--- src/rtl/jt10_adpcm_accn.sv ---
// ADPCM channel mixer with linear-interpolation upsampler (INTERP outputs per frame).
// Optional saturating output when JT10_ADPCM_ACCN_SAT_EN is defined; otherwise wraps.
module jt10_adpcm_accn #(
  parameter int CH     = 6,
  parameter int W      = 16,
  parameter int INTERP = 3
) (
  input  logic                clk,
  input  logic                rst,
  input  logic                cen,
  input  logic [2:0]          cur_ch,
  input  logic [CH-1:0]       chan_mask,
  input  logic signed [W-1:0] pcm_in,
  output logic signed [W-1:0] pcm_out,
  output logic                pcm_valid
);

  localparam int AW    = W + $clog2(CH);
  localparam int DW    = AW + 1;
  localparam int PW    = DW + 18;
  localparam int RECIP = (65536 + INTERP/2) / INTERP;
  localparam int SLOT  = CH / INTERP;

  logic signed [AW-1:0] acc, tgt, term;
  logic signed [DW-1:0] step, y, y_nxt, diff, step_nxt;
  logic signed [PW-1:0] prod, diff_x, recip_x;
  logic [7:0]           mask8;
  logic                 slot_ok, bound, interp;
  logic [W-1:0]         fmt;

  always_comb begin
    mask8   = 8'(chan_mask);
    slot_ok = {1'b0, cur_ch} < 4'(CH);
    bound   = cen && (cur_ch == 3'd0);
    interp  = 1'b0;
    for (int k = 1; k < INTERP; k++)
      if (cen && ({1'b0, cur_ch} == 4'(k*SLOT))) interp = 1'b1;
    term    = (slot_ok && mask8[cur_ch]) ? {{(AW-W){pcm_in[W-1]}}, pcm_in} : '0;
    // Slope over the frame: (new sum - old target) / INTERP, floored via >>>16
    diff     = {acc[AW-1], acc} - {tgt[AW-1], tgt};
    diff_x   = {{(PW-DW){diff[DW-1]}}, diff};
    recip_x  = PW'(RECIP);
    prod     = diff_x * recip_x;
    step_nxt = DW'(prod >>> 16);
    y_nxt    = bound ? {tgt[AW-1], tgt} : y + step;
  end

`ifdef JT10_ADPCM_ACCN_SAT_EN
  localparam logic signed [DW-1:0] YMAX = {{(DW-W+1){1'b0}}, {(W-1){1'b1}}};
  localparam logic signed [DW-1:0] YMIN = ~YMAX;
  always_comb begin
    if (y_nxt > YMAX)      fmt = {1'b0, {(W-1){1'b1}}};
    else if (y_nxt < YMIN) fmt = {1'b1, {(W-1){1'b0}}};
    else                   fmt = y_nxt[W-1:0];
  end
`else
  always_comb fmt = y_nxt[W-1:0];
`endif

  always_ff @(posedge clk) begin
    if (rst) begin
      acc       <= '0;
      tgt       <= '0;
      step      <= '0;
      y         <= '0;
      pcm_out   <= '0;
      pcm_valid <= 1'b0;
    end else begin
      pcm_valid <= 1'b0;
      if (cen && slot_ok)
        acc <= (cur_ch == 3'd0) ? term : acc + term;
      if (bound) begin
        step <= step_nxt;
        tgt  <= acc;
      end
      if (bound || interp) begin
        y         <= y_nxt;
        pcm_out   <= fmt;
        pcm_valid <= 1'b1;
      end
    end
  end

endmodule

--- config.mk ---
export PLATFORM = sky130hd
export DESIGN_NAME = jt10_adpcm_accn
export DESIGN_NICKNAME = d
export VERILOG_FILES = /design/src/rtl/jt10_adpcm_accn.sv
export SDC_FILE = /design/constraint.sdc
export NUM_CORES = 1
export LEC_CHECK = 0
export CAP_MARGIN = 30
export CORE_MARGIN = 2
export CORE_UTILIZATION = 50
export DETAILED_ROUTE_END_ITERATION = 6
export PLACE_DENSITY = 0.65
export SYNTH_ARGS = -nofsm -noshare
export SYNTH_HDL_FRONTEND = slang
export SYNTH_SLANG_ARGS = --single-unit
--- constraint.sdc ---
create_clock -name clk -period 9.7 [get_ports clk]
set_input_delay 1.94 -clock clk [delete_from_list [all_inputs] [get_ports clk]]
set_output_delay 1.94 -clock clk [all_outputs]
set_load 0.02 [all_outputs]
Word-level counts from Yosys, hierarchy flattened
Cells that the tools add are included.
{"block": "word_totals", "word_cells": 29, "inputBits": 28, "out_inout_bits": 17, "regBits": 95}
{"block": "classes", "order_cmp": 2, "n_mul": 1, "addsub": 3, "eq_ne": 2, "reduce_logical": 7, "mux": 8}
{"operator": "2-to-1 mux 19 bit", "n": 2}
{"operator": "multiplier 20 x 16 -> 36 bit, second input constant", "n": 1}
{"operator": "adder 20 bit", "n": 1}
{"operator": "2-to-1 mux 20 bit", "n": 1}
{"operator": "subtractor 19 x 19 -> 20 bit", "n": 1}
{"operator": "adder 19 bit", "n": 1}
{"operator": "logical AND 1 bit", "n": 5}
{"operator": "< comparator 3 x 4 -> 1 bit, second input constant", "n": 1}
{"operator": "2-to-1 mux 1 bit", "n": 4}
{"operator": "binary-select mux 1 bit (select 3 bit)", "n": 1}
{"operator": "equality test 3 x 2 -> 1 bit, second input constant", "n": 1}
{"operator": "equality test 3 bit, second input constant", "n": 1}
{"operator": "zero test 3 bit", "n": 1}
{"operator": "< comparator 3 bit, second input constant", "n": 1}
{"operator": "logical OR 1 bit", "n": 1}

Longest topological paths before layout
{"block": "depth", "word_depth": 6, "depth_mapped": 33, "ltp_nobuf": 33}

Least setup slack after synthesis
Ideal clock, no wire load.
{"block": "synth_path", "path_type": "flip-flop to flip-flop", "start": "reg acc[0]", "end": "reg step[15]", "required_ns": 9.583, "slack_ns": 2.395, "setup_ns": 0.117, "arrival_time_ns": 7.189, "path_stages_with_launch": 33, "period_less_slack_ns": 7.305, "n_path_buf": 0, "cell_sequence": "dfxtp_1 > inv_1 > ha_1 > inv_1 > fa_1 > a21o_1 > a21oi_1 > o21a_1 > o311ai_2 > a21oi_1 > o21ai_1 > a21o_1 > a21oi_1 > xnor2_1 > ha_1 > inv_1 > fa_1 > inv_1 > fa_1 > fa_1 > fa_1 > inv_1 > fa_1 > inv_1 > ha_1 > a21oi_1 > o21ai_0 > a21oi_1 > o21ai_0 > o41ai_2 > o21ai_0 > xnor2_1 > a22o_1"}
{"block": "synth_via", "elab_chain_len": 2}
{"item": "from (decl)", "line": "24", "source": "logic signed [AW-1:0] acc, tgt, term;"}
{"item": "from (signal assigned)", "line": "71", "source": "acc <= (cur_ch == 3'd0) ? term : acc + term;"}
{"item": "subtractor 19 x 19 -> 20 bit", "line": "40", "source": "diff = {acc[AW-1], acc} - {tgt[AW-1], tgt};"}
{"item": "multiplier 20 x 16 -> 36 bit", "line": "43", "source": "prod = diff_x * recip_x;"}
{"item": "to (signal assigned)", "line": "73", "source": "step <= step_nxt;"}
{"item": "to (decl)", "line": "25", "source": "logic signed [DW-1:0] step, y, y_nxt, diff, step_nxt;"}
Every way passes these cells.
A chain may end at the register's enable or synchronous reset.

Worst setup path after layout
{"block": "layout_path", "start": "reg acc[0]", "end": "reg step[9]"}
The elaborated chain is that of the path after synthesis.

==> results by group <==
Outcome
  • Outcome: complete, no violations

STA
  • Setup TNS: 0 ns
  • Final Cycle Share: 85.0%
  • Least-Margin Pin Slew: 1.02 ns
  • RSZ-0062 raised after global routing: no
  • Fmax: 121 MHz
  • Slew HR: 31.8%
  • Final Hold Fails: 0
  • Worst Skew: 0.00754 ns
  • Final setup vio count: 0
  • Final Slew Violations: 0
  • Min Tclk post-route: 8.25 ns

Synthesis
  • Main flop type after synthesis: dfxtp_1
  • Post-Syn Instances: 1,293
  • Synth top area share: 20.9%
  • Yosys cell types: 71
  • Synth Warn #: 0
  • Net Count, Synth: 1,608
  • Leading post-synthesis cells by cell area: fa_1 (21%), ha_1 (20%), dfxtp_1 (13%)
  • Flops & latches, synth: 71
  • Async SR Flop Fraction: 0%
  • Register area share after synthesis: 13.1%
  • Dominant cell type by area after synthesis: fa_1
  • Count leader, synth: inv_1
  • Syn avg cell area: 8.36 um2
  • Mapped cell area: 10,800 um2
  • Top cells by count, synth: inv_1 (271), ha_1 (174), nand2_1 (114), fa_1 (113), a21oi_1 (92)
  • Post-synth EDFFs: 0

Clock tree
  • Post-CTS Setup Bufs: 0
  • Post-CTS sizing: 0
  • Clock sink total: 71
  • Num CTS Buffers: 9
  • Reg clk slew, reported paths: 0.06 ns
  • Clock buffer depth: 2
  • Skew-Pair Late Insertion Delay: 0.35 ns
  • Clock root buffer: clkbuf_16
  • CTS tree: done
  • H-tree depth: 3
  • Cts hold-fix bufs: 0

Die
  • Row count: 53
  • Core area: 21,200 um2
  • Die Y: 151 um
  • Total die area: 22,800 um2
  • Starting density of the core: 51.1%
  • Die width: 151 um
  • I/O pin total: 45

Cells and area
  • Synth-to-layout area growth: 9.57%
  • FILL cells: 1,996
  • Antenna Cells: 0
  • Final nets: 1,645
  • Ratio of cells with drive above 1 in the final layout: 4.04%

Drt
  • Post-route ant nets: 0
  • WL per Instance: 16.2 um
  • Initial DRC count: 445
  • WL final: 26.2 mm
  • Via density: 5.35
  • Detailed-route via count: 8,617
  • Drt drc: 0
  • DR pass1 iterations: 5

Setup path
  • Crit-path slowest cell: xnor2_1
  • Worst path bufs/invs: 6
  • Top delay family on crit path: adder cells
  • Worst r2r dst: step[9]
  • Data required, critical path: 9.97 ns
  • Crit-path max FO: 6
  • CP Launch Type: flop
  • Critical Path End Type: flop
  • R2R depth: 31
  • Signal arrival time at the worst endpoint: 8.51 ns
  • Crit Path Class: reg2reg
  • R2R Setup Slk: 1.45 ns
  • Slowest stage delay, CP: 0.67 ns
  • R2r startpoint: acc[0]

Hold path
  • Worst min-delay path class: reg2reg
  • Hold Crit Depth: 2
  • Hold Crit Start: tgt[17]
  • Hold EP: tgt[17]

Placed design
  • IO buf count: 44
  • Hpwl dp: 21.6 mm
  • Placer Congestion: 0.904

Global routing
  • GRT Overall Usage: 24.8%
  • Congestion Overflow GR: 0
  • Initial antenna violation count: 0
  • First-pass GRT wire length: 43.8 mm
  • Number of global-route vias before repair: 8,603
  • Pin count of the biggest net entering global routing: 59

Job
  • Max cap viols: 0
[per-stage QoR]
step	hold WS (ns)	util [%]	setup slack, ns	area, um2	cells
after floorplan	0.429	-	2.39	10800	1293
after global placement	0.444	54.7	1.78	11600	1594
after detailed placement	0.449	54.7	1.46	11600	1594
after CTS	0.457	56.0	1.44	11800	1610
after global routing	0.490	56.0	0.935	11800	1610
final	0.456	56.0	1.45	11800	1610
[cells by family (layout without fill, tap and decap cells)]
family	count (synthesis)	in the layout	synth area share (%)
AOI/OAI and AO/OA	273	273	17.0
xor gates and xnor gates	60	60	4.86
adders and majority gates	287	287	41.1
buffers and inverters	303	345	10.6
DFF	71	71	13.1
muxes	7	7	0.798
and+or+nand+nor	292	292	12.5
[cell type report]
class                           instances  area, um2  share of cell area, %
Inverter                              271       1020                   8.59
Tap cell                              275        344                   2.90
Multi-Input combinational cell        919       8250                   69.6
Clock inverter                          3       17.5                  0.148
Timing Repair Buffer                   58        541                   4.56
Clock buffer                           13        260                   2.20
Sequential cell                        71       1420                   12.0
[registers in the layout (all words and copies together), names as in the netlist]
signal and cells:
acc 19, tgt 19, step 16, pcm_out 15, pcm_valid 1, y 1
[per-layer routing]
| layer | wire (um) | share of wire [%] | track usage, % |
|---|---|---|---|
| met1 | 12400 | 48 | 34.4 |
| met2 | 12300 | 47 | 41.0 |
| met3 | 906 | 3.5 | 3.22 |
| met4 | 543 | 2.1 | 6.40 |
| met5 | 0 | 0 | 0 |
[tightest hold or removal path, stage by stage (launching register included)]
cell	delay, ns
dfxtp_1	0.31
nand2_1	0.05
a21oi_1	0.05
[cells in the final DEF, fill, tap and decap left out, types with 4 or more instances in the layout]
master	count
inv_1	271
ha_1	174
nand2_1	114
fa_1	113
a21oi_1	92
dfxtp_1	71
nor2_1	65
o21ai_0	47
xnor2_1	45
clkdlybuf4s50_1	43
a21o_1	22
nor3_1	22
and2_1	20
nand3_1	16
a211oi_1	16
xor2_1	15
buf_4	14
a311oi_1	12
nand2b_1	11
o21bai_1	10
o21a_1	9
clkbuf_16	9
nor2b_1	8
nand4_1	7
or3_1	7
o31ai_1	6
o211ai_1	6
a31oi_1	5
o21ai_1	4
o22ai_1	4
a211o_1	4
o41ai_1	4
nor4_1	4
[how the worst max path moves through the flow]
| stage | depth (start not counted) | slack, ns | start | to |
|---|---|---|---|---|
| floorplan | 32 | 2.39 | acc[0] | step[15] |
| global placement | 32 | 1.78 | acc[0] | step[15] |
| global route | 31 | 0.93 | acc[0] | step[9] |
| detailed placement | 31 | 1.46 | acc[0] | step[9] |
| CTS | 31 | 1.44 | acc[0] | step[9] |
| finish | 31 | 1.45 | acc[0] | step[9] |
Power is left out: the tool's default activity adds up to more than one toggle a clock period on the data nets, which glitch-free logic cannot reach.
